`src/rtl/blank_arb_pkg.sv`:
```
// Shared definitions for the vertical-blank update arbiter: FSM state
// encodings, default sizing parameters and the served-counter width.
package blank_arb_pkg;

    localparam int DEFAULT_N_REQ    = 4;
    localparam int DEFAULT_MAX_HOLD = 16;
    localparam int SERVED_W         = 8;

    localparam logic [SERVED_W-1:0] SERVED_MAX = '1;

    // Arbiter FSM state type and its legacy-compatible encodings
    typedef logic [1:0] arb_state_t;

    localparam arb_state_t ST_IDLE  = 2'd0;
    localparam arb_state_t ST_ARB   = 2'd1;
    localparam arb_state_t ST_GRANT = 2'd2;
    localparam arb_state_t ST_DRAIN = 2'd3;

endpackage

```
`src/rtl/blank_arbiter_rr_picker.sv`:
```
// Combinational round-robin selector: scans the request vector starting
// one position after the pointer, wrapping at N_REQ-1, and returns a
// one-hot grant for the first set bit plus a valid flag.
module rr_picker #(
    parameter int N_REQ = 4,
    parameter int PTR_W = 2
) (
    input  logic [N_REQ-1:0] req,
    input  logic [PTR_W-1:0] ptr,
    output logic [N_REQ-1:0] grant,
    output logic             valid
);

    logic [PTR_W-1:0] pos;

    // First requester after the pointer wins; later hits are masked by valid
    always_comb begin
        grant = '0;
        valid = 1'b0;
        pos   = '0;
        for (int k = 1; k <= N_REQ; k++) begin
            pos = PTR_W'((int'(ptr) + k) % N_REQ);
            if (!valid && req[pos]) begin
                grant[pos] = 1'b1;
                valid      = 1'b1;
            end
        end
    end

endmodule

```
`src/rtl/blank_arbiter.sv`:
```
// Vertical-blank arbiter: opens an update window on the animation tick,
// hands the shared game-state port to one requester at a time in
// round-robin order and closes the window at end of screen.
// Optional feature macro: BLANK_ARB_TIMEOUT_EN (grant hold limit of
// MAX_HOLD cycles with a one-cycle out_timeout pulse on force-release).
module blank_arbiter
    import blank_arb_pkg::*;
#(
    parameter int N_REQ    = DEFAULT_N_REQ,
    parameter int MAX_HOLD = DEFAULT_MAX_HOLD
) (
    input  logic                in_clock,
    input  logic                in_reset_n,
    input  logic                in_strobe,
    input  logic                in_anim,
    input  logic                in_scrend,
    input  logic [N_REQ-1:0]    in_req,
    input  logic [N_REQ-1:0]    in_done,
    output logic [N_REQ-1:0]    out_grant,
    output logic                out_window,
    output logic                out_overrun,
    output logic [SERVED_W-1:0] out_served
`ifdef BLANK_ARB_TIMEOUT_EN
    ,
    output logic                out_timeout
`endif
);

    localparam int PTR_W = (N_REQ > 1) ? $clog2(N_REQ) : 1;

    arb_state_t       state;
    logic [PTR_W-1:0] rr_ptr;
    logic [PTR_W-1:0] grant_idx;
    logic [PTR_W-1:0] win_idx;
    logic [N_REQ-1:0] pick_grant;
    logic             pick_valid;
    logic             released;
    logic             scr_close;
    logic             others_pending;

`ifdef BLANK_ARB_TIMEOUT_EN
    localparam int HOLD_W = $clog2(MAX_HOLD + 1);

    logic [HOLD_W-1:0] hold_cnt;
    logic              hold_expired;
`endif

    rr_picker #(
        .N_REQ (N_REQ),
        .PTR_W (PTR_W)
    ) u_picker (
        .req   (in_req),
        .ptr   (rr_ptr),
        .grant (pick_grant),
        .valid (pick_valid)
    );

    // Binary index of the picker's one-hot winner, used for the pointer
    always_comb begin
        win_idx = '0;
        for (int i = 0; i < N_REQ; i++) begin
            if (pick_grant[i]) begin
                win_idx = PTR_W'(i);
            end
        end
    end

    // Release, window-close and pending-request conditions for this cycle
    always_comb begin
        released       = (state == ST_GRANT) &&
                         (in_done[grant_idx] || !in_req[grant_idx]);
        scr_close      = in_strobe && in_scrend &&
                         ((state == ST_ARB) || (state == ST_GRANT));
        others_pending = |(in_req & ~out_grant);
    end

`ifdef BLANK_ARB_TIMEOUT_EN
    // Hold limit reached on the last allowed cycle of an unreleased grant
    always_comb begin
        hold_expired = (state == ST_GRANT) && !released &&
                       (hold_cnt == HOLD_W'(MAX_HOLD - 1));
    end
`endif

    // Main FSM: window control, grant issue/release and the status outputs
    always_ff @(posedge in_clock or negedge in_reset_n) begin
        if (!in_reset_n) begin
            state       <= ST_IDLE;
            out_grant   <= '0;
            out_window  <= 1'b0;
            out_overrun <= 1'b0;
            out_served  <= '0;
            rr_ptr      <= PTR_W'(N_REQ - 1);
            grant_idx   <= '0;
`ifdef BLANK_ARB_TIMEOUT_EN
            hold_cnt    <= '0;
            out_timeout <= 1'b0;
`endif
        end else begin
`ifdef BLANK_ARB_TIMEOUT_EN
            out_timeout <= 1'b0;
`endif
            case (state)
                ST_IDLE: begin
                    if (in_strobe && in_anim) begin
                        state      <= ST_ARB;
                        out_window <= 1'b1;
                        out_served <= '0;
                    end
                end

                ST_ARB: begin
                    if (scr_close) begin
                        state      <= ST_DRAIN;
                        out_window <= 1'b0;
                        if (|in_req) begin
                            out_overrun <= 1'b1;
                        end
                    end else if (pick_valid) begin
                        state     <= ST_GRANT;
                        out_grant <= pick_grant;
                        grant_idx <= win_idx;
                        rr_ptr    <= win_idx;
`ifdef BLANK_ARB_TIMEOUT_EN
                        hold_cnt  <= '0;
`endif
                    end
                end

                ST_GRANT: begin
                    if (scr_close) begin
                        state      <= ST_DRAIN;
                        out_window <= 1'b0;
                        out_grant  <= '0;
                        if (released) begin
                            if (out_served != SERVED_MAX) begin
                                out_served <= out_served + 1'b1;
                            end
                            if (others_pending) begin
                                out_overrun <= 1'b1;
                            end
                        end else begin
                            out_overrun <= 1'b1;
                        end
                    end else if (released) begin
                        state     <= ST_ARB;
                        out_grant <= '0;
                        if (out_served != SERVED_MAX) begin
                            out_served <= out_served + 1'b1;
                        end
`ifdef BLANK_ARB_TIMEOUT_EN
                    end else if (hold_expired) begin
                        state       <= ST_ARB;
                        out_grant   <= '0;
                        out_timeout <= 1'b1;
                    end else begin
                        hold_cnt <= hold_cnt + 1'b1;
`endif
                    end
                end

                ST_DRAIN: begin
                    state <= ST_IDLE;
                end

                default: begin
                    state     <= ST_IDLE;
                    out_grant <= '0;
                end
            endcase
        end
    end

endmodule

```
`config.mk`:
```
export PLATFORM = sky130hd
export DESIGN_NAME = blank_arbiter
export DESIGN_NICKNAME = d
export VERILOG_FILES = /design/src/rtl/blank_arb_pkg.sv /design/src/rtl/blank_arbiter_rr_picker.sv /design/src/rtl/blank_arbiter.sv
export SDC_FILE = /design/constraint.sdc
export NUM_CORES = 1
export LEC_CHECK = 0
export CAP_MARGIN = 25
export CORE_MARGIN = 8
export CORE_UTILIZATION = 55
export DETAILED_ROUTE_END_ITERATION = 16
export PLACE_DENSITY_LB_ADDON = 0.3
export SETUP_SLACK_MARGIN = 0.05
export SYNTH_ARGS = -nofsm -noshare
export SYNTH_HDL_FRONTEND = slang
export SYNTH_SLANG_ARGS = --single-unit
```
`constraint.sdc`:
```
create_clock -name in_clock -period 6.67 [get_ports in_clock]
set_clock_uncertainty 0.05 [all_clocks]
set_input_delay 0.667 -clock in_clock [delete_from_list [all_inputs] [get_ports in_clock]]
set_output_delay 0.667 -clock in_clock [all_outputs]
set_load 0.01 [all_outputs]
```
==> results of run 1 <==
## power groups by stage
stage / Sequential (uW) / Combinational [uW] / Clock [uW]
global placement: 217 / 422 / 0
finish: 218 / 443 / 61.0
CTS: 218 / 439 / 63.4
floorplan: 205 / 327 / 0
detailed placement: 220 / 438 / 0
global route: 228 / 492 / 67.0
## layout by cell type, fill, tap and decap left out, types with 4 or more instances in the layout
master           instances
nand3_1                  6
mux2i_1                  5
a21oi_1                  8
ha_1                    13
clkdlybuf4s50_1         26
and3_1                   6
o22ai_1                  5
dfrtp_1                 18
nand2_1                 16
o2bb2ai_1                4
mux4_2                   4
o21ai_0                  7
nand2b_1                 4
nor2_1                   9
nor2b_1                  5
nor3b_1                  5
inv_1                   11
## sequential cells by signal, summed over array words and instances, names as in the netlist
name         count
state            2
out_overrun      1
rr_ptr           2
grant_idx        2
out_grant        4
out_served       8
out_window       1
## worst max-delay path, delay by kind of cell (launching register included)
family	cells	cell delay, ns
multiplexers	1	0.27
flip-flops	1	0.80
AO/OA/AOI/OAI	4	1.09
adder cells (fa/ha/maj)	1	0.43
buffers and inverters	1	0.17
## kinds of logic (layout without fill, tap and decap cells)
group           Yosys count  after routing
buf+inv                  19             42
fa+ha+maj                13             13
simple gates             70             70
compound gates           50             50
mux                      10             10
xor+xnor                  2              2
flops                    20             20
## final cells by class
cell class / instances / area [sq um] / area share, %
multi-input cells: 145 / 1070 / 55.1
flip-flops and latches: 20 / 503 / 25.8
repair buffers: 26 / 260 / 13.4
inverters: 12 / 45.0 / 2.31
well taps: 33 / 41.3 / 2.12
clock buffers: 4 / 26.3 / 1.35
## per-stage QoR
step	instances	area (sq um)	utilization, %
final	240	1950	66.0
after global routing	240	1950	66.0
after CTS	240	1950	66.0
after detailed placement	236	1920	65.1
after global placement	236	1920	65.1
after floorplan	184	1650	-
## worst min path at each step
| stage | from | to | slack, ns | depth (start not counted) |
|---|---|---|---|---|
| after floorplan | in_reset_n | grant_idx[0] | 0.32 | 0 |
| after global placement | out_overrun | out_overrun | 0.40 | 1 |
| after detailed placement | out_overrun | out_overrun | 0.42 | 1 |
| after CTS | out_overrun | out_overrun | 0.45 | 1 |
| after global routing | out_overrun | out_overrun | 0.46 | 1 |
| final | out_overrun | out_overrun | 0.45 | 1 |
## layer usage
layer	vias to the layer above	track usage [%]
met5	-	0
met4	0	9.01
met3	10	2.82
met2	42	29.4
met1	730	18.9
li1	736	-
==> impl_metrics.toml, run 1 <==
[timing]
slew_headroom_pct = 40.3
finalHoldViolCount = 0
rsz0062_at_grt = "no"
timing.fmax_ghz = 0.341
finalMaxSlewViolations = 0
finalSetupTns_ns = 0
min_period_over_period_pct = 43.9
hold_ws_ns = 0.447
setup_viol = 0
postLayoutSetupSlackWorst_ns = 3.74
tightest_slew_ns = 0.892
min_period_ns = 2.93

[yosys]
synth.area.top_cells = "dfrtp_1 27%, ha_1 9.8%, mux4_2 5.5%, nand2_1 3.6%, dfstp_2 3.2%"
synth-seq-cells = 20
synth_top_area_share_pct = 27.3
syn_avg_cell_area_sq_um = 8.98
synth.most_common_cell = "dfrtp_1"
ys_types = 47
synthArstFlopShare_pct = 100
synth-adder-area-share_pct = 9.85
ys.flop_type = "dfrtp_1"
synth-compound-area-share_pct = 21.2
synthMuxAreaShare_pct = 9.17
ys_top_cells_by_count = "18 x dfrtp_1, 16 x nand2_1, 13 x ha_1"
syn_inst = 184
yosys.area_share.simple_pct = 23.7
yosys.area.top_type = "dfrtp_1"
synth_nets = 210
synth_edf_count = 0
synth_area_sq_um = 1650
synth_top_family_by_area = "simple AND/OR/NAND/NOR gates"
synth-xor-area-share_pct = 1.06
synth_seq_area_share_pct = 30.5
synth_warnings = 0

[global_route]
grt_usage_pct = 16.8
first_global_vias = 1534
antenna_found_initial = 0
grt_first_pass_wirelength_mm = 6.89
grt_max_degree = 21
overflow = 0

[floorplanning]
die_area_sq_um = 5010
design.core.area_sq_um = 2950
die_h_microns = 70.8
io_pins = 27
dieWidth_microns = 70.8
start_util_pct = 55.9
rows = 20

[worst_setup_path]
reg2reg_slack_ns = 3.74
critPathMaxStageDelay_ns = 0.80
crit_end = "grant_idx[0]"
regToRegStartpoint = "rr_ptr[0]"
endpoint_kind = "flop"
worstPathArrival_ns = 3.06
crit_chain = "inv_1 -> ha_1 -> mux2i_1 -> o22ai_1 -> a2111oi_0 -> a2bb2oi_1 -> o32ai_1"
rr_endpoint = "grant_idx[0]"
crit_start = "rr_ptr[0]"
ff2ff_path_depth = 7
critPathMaxFanout = 19
worst_ep_required_time_ns = 6.80
path_class = "reg -> reg"
startpoint_type = "flop"
critical_path.slowest_cell = "dfstp_2"

[clock_tree]
cts_tree = "yes"
cts_sinks = 20
cts_setup_buffers = 0
cts_resized = 0
cts_root_buf = "clkbuf_4"
numCtsBuffers = 3
hold_buffers = 0
clk_latency_ns = 0.31
htree_levels = 1
clkTransAtPathRegs_ns = 0.12
clockBufferDepth = 2

[route]
drt_iter0_markers = 84
met2_length_mm = 2.05
drtPass1Iterations = 4
highest_layer = "met4"
vias = 1518
wl_met3_microns = 165
wl_per_cell_microns = 16.6
ant_nets = 0
finalWirelength_mm = 3.99
wl_met1_mm = 1.67
drc = 0
via_per_inst = 6.33

[place]
dp_hpwl_mm = 3.11
port_buffers = 26
place_ws_ns = 3.66
place_congestion = 0.907

[layout]
syn_to_final_growth_pct = 18.0
num-fill-cells = 257
drive_gt1_share_pct = 7.73
antenna_cells = 0
final_nets = 234

[power_and_ir_drop]
swShare_pct = 46.6
clockPowerShare_pct = 8.5
power_frac_comb_pct = 61.3
power_frac_seq_pct = 30.2
power_uw = 722
powerDensity_nw_per_um2 = 370
intPower_uw = 385
total_leakage_power_uw = 0.000846
switchingPower_uw = 337
peakVddDrop_mv = 0.220

[job]
max_cap_viol_count = 0

[worst_hold_path]
hp-class = "reg -> reg"

[status]
status = "finished clean"
Note: power is estimated with default switching activity, not from simulation.
==> inputs of run 2 (changes only) <==
Settings changed: CORE_UTILIZATION 55 to 53.
Clock period 6.67 ns to 2.7 ns, I/O delays scaled along.
==> run 2 against run 1 <==
Effect of this change: first-iteration DRC count is 7.1% higher; flip-flop and latch count unchanged; largest cell class unchanged; worst setup slack lost 3.6 ns.
==> impl_metrics.toml, run 2 (same netlist as run 1, synthesis figures left out) <==
[global_route]
grt_first_pass_wirelength_mm = 7.16
grt_max_degree = 21
met3_usage_pct = 5.86
busiest_layer = "met2"
grt_use_met2_pct = 27.0
antenna_found_initial = 0
overflow = 0
gr-usage-met1_pct = 20.4
grt_usage_pct = 16.7
first_global_vias = 1586

[timing]
rsz0062_at_grt = "yes"
slew_headroom_pct = 39.0
finalHoldViolCount = 0
hold_ws_ns = 0.394
tightest_slew_ns = 0.912
min_period_ns = 2.59
timing.fmax_ghz = 0.386
finalSetupTns_ns = 0
finalMaxSlewViolations = 0
min_period_over_period_pct = 95.9
setup_viol = 0

[power_and_ir_drop]
clockPowerShare_pct = 12.9
total_leakage_power_uw = 0.000891
intPower_uw = 1090
power_frac_seq_pct = 25.0
switchingPower_uw = 866
powerDensity_nw_per_um2 = 959
power_frac_comb_pct = 62.1
swShare_pct = 44.2
peakVddDrop_mv = 0.750

[place]
port_buffers = 26
placed_cells_incl_taps = 243
place_congestion = 0.905
place_area_sq_um = 1980
dp_hpwl_mm = 3.21

[floorplanning]
dieWidth_microns = 71.8
die_area_sq_um = 5160
rows = 20
start_util_pct = 55.0
design.core.area_sq_um = 3000
die_h_microns = 71.8
io_pins = 27

[clock_tree]
cts_root_buf = "clkbuf_4"
clk_latency_ns = 0.32
cts_setup_buffers = 0
htree_levels = 1
numCtsBuffers = 3
clockBufferDepth = 2
cts_tree = "yes"
clkTransAtPathRegs_ns = 0.13
cts_sinks = 20

[worst_setup_path]
endpoint_kind = "flop"
startpoint_type = "flop"
critical_path.slowest_cell = "dfstp_2"
crit_start = "rr_ptr[1]"
path_class = "reg -> reg"
reg2reg_slack_ns = 0.11
worstPathArrival_ns = 2.72
ff2ff_path_depth = 7
crit_chain = "inv_1 -> ha_2 -> mux2i_1 -> o22ai_1 -> a2111oi_2 -> a2bb2oi_1 -> a21oi_1"
critPathMaxFanout = 5
crit_end = "grant_idx[1]"
worst_ep_required_time_ns = 2.83
critPathMaxStageDelay_ns = 0.56
cp_num_buf_inv = 1
cpLargestDelayFamily = "compound AO/OA/AOI/OAI gates"
path_depth = 7
rr_endpoint = "grant_idx[1]"
regToRegStartpoint = "rr_ptr[1]"

[layout]
final_common_cell = "clkdlybuf4s50_1"
final_cell_mix = "26 x clkdlybuf4s50_1, 18 x dfrtp_1, 16 x nand2_1"
stdcell_area_sq_um = 2040
drive_gt1_share_pct = 12.6
antenna_cells = 0
top_regs = "out_served: 8 flops, out_grant: 4 flops"
finalNonFillerCells = 247
largest_register_ffs = 8
syn_to_final_growth_pct = 23.6
fin_util_pct = 68.0
final_nets = 241
top_register = "out_served"

[route]
finalWirelength_mm = 4.21
drtPass1Iterations = 4
via_per_inst = 6.43
drc = 0
drt_iter0_markers = 90
vias = 1587
wl_per_cell_microns = 17.0
ant_nets = 0

[job]
max_cap_viol_count = 0

[status]
status = "finished clean"

[worst_hold_path]
hp-class = "in -> async"
-- run 2: cell types whose count changed in the layout (fill, tap and decap cells not counted), sizes merged --
cell,delta
clkbuf,-1
bufinv,+1
buf,+7
-- run 2: worst register-to-register path, delay by kind of cell (launching register included) --
kind	cells	cell delay, ns
adder cells (fa/ha/maj)	1	0.41
flip-flops	1	0.56
buffers and inverters	1	0.09
multiplexers	1	0.25
AO/OA/AOI/OAI	4	1.09
-- run 2: per-stage QoR --
step                setup WS [ns]  total power, uW
floorplan                  0.0502             1320
detailed placement          0.150             1660
global placement            0.223             1600
finish                      0.110             1960
global route              0.00156             2110
CTS                        0.0936             1920
-- run 2: power groups by stage --
stage	registers [uW]	clock network [uW]	logic, uW
final	490	253	1210
after floorplan	506	0	811
after detailed placement	492	0	1170
after global routing	505	262	1350
after global placement	487	0	1110
after CTS	489	254	1180
-- run 2: worst min-delay path by stage --
stage,end,cells after the start,start
5_1_grt,out_served[0],1,in_reset_n
6_report,out_served[7],1,in_reset_n
2_1_floorplan,grant_idx[0],0,in_reset_n
4_1_cts,out_served[0],1,in_reset_n
3_5_place_dp,out_overrun,1,out_overrun
3_3_place_gp,out_overrun,1,out_overrun
-- run 2: routing by layer --
layer	routed length, microns	vias to the layer above
met5	0	-
met4	50	0
met3	346	8
met2	2020	72
met1	1790	757
li1	-	750
-- run 2: timing repair --
| item | CTS | global route |
|---|---|---|
| setup endpoints to repair | 0 | 6 |
| gates resized for setup | 0 | 3 |
| hold buffers | 0 | 0 |
-- run 2: cell type report --
type	count	area (sq um)
flip-flops and latches	20	503
clock inverters	1	30.0
fillers	260	961
clock buffers	3	22.5
repair buffers	33	313
multi-input cells	145	1090
inverters	12	45.0
well taps	33	41.3
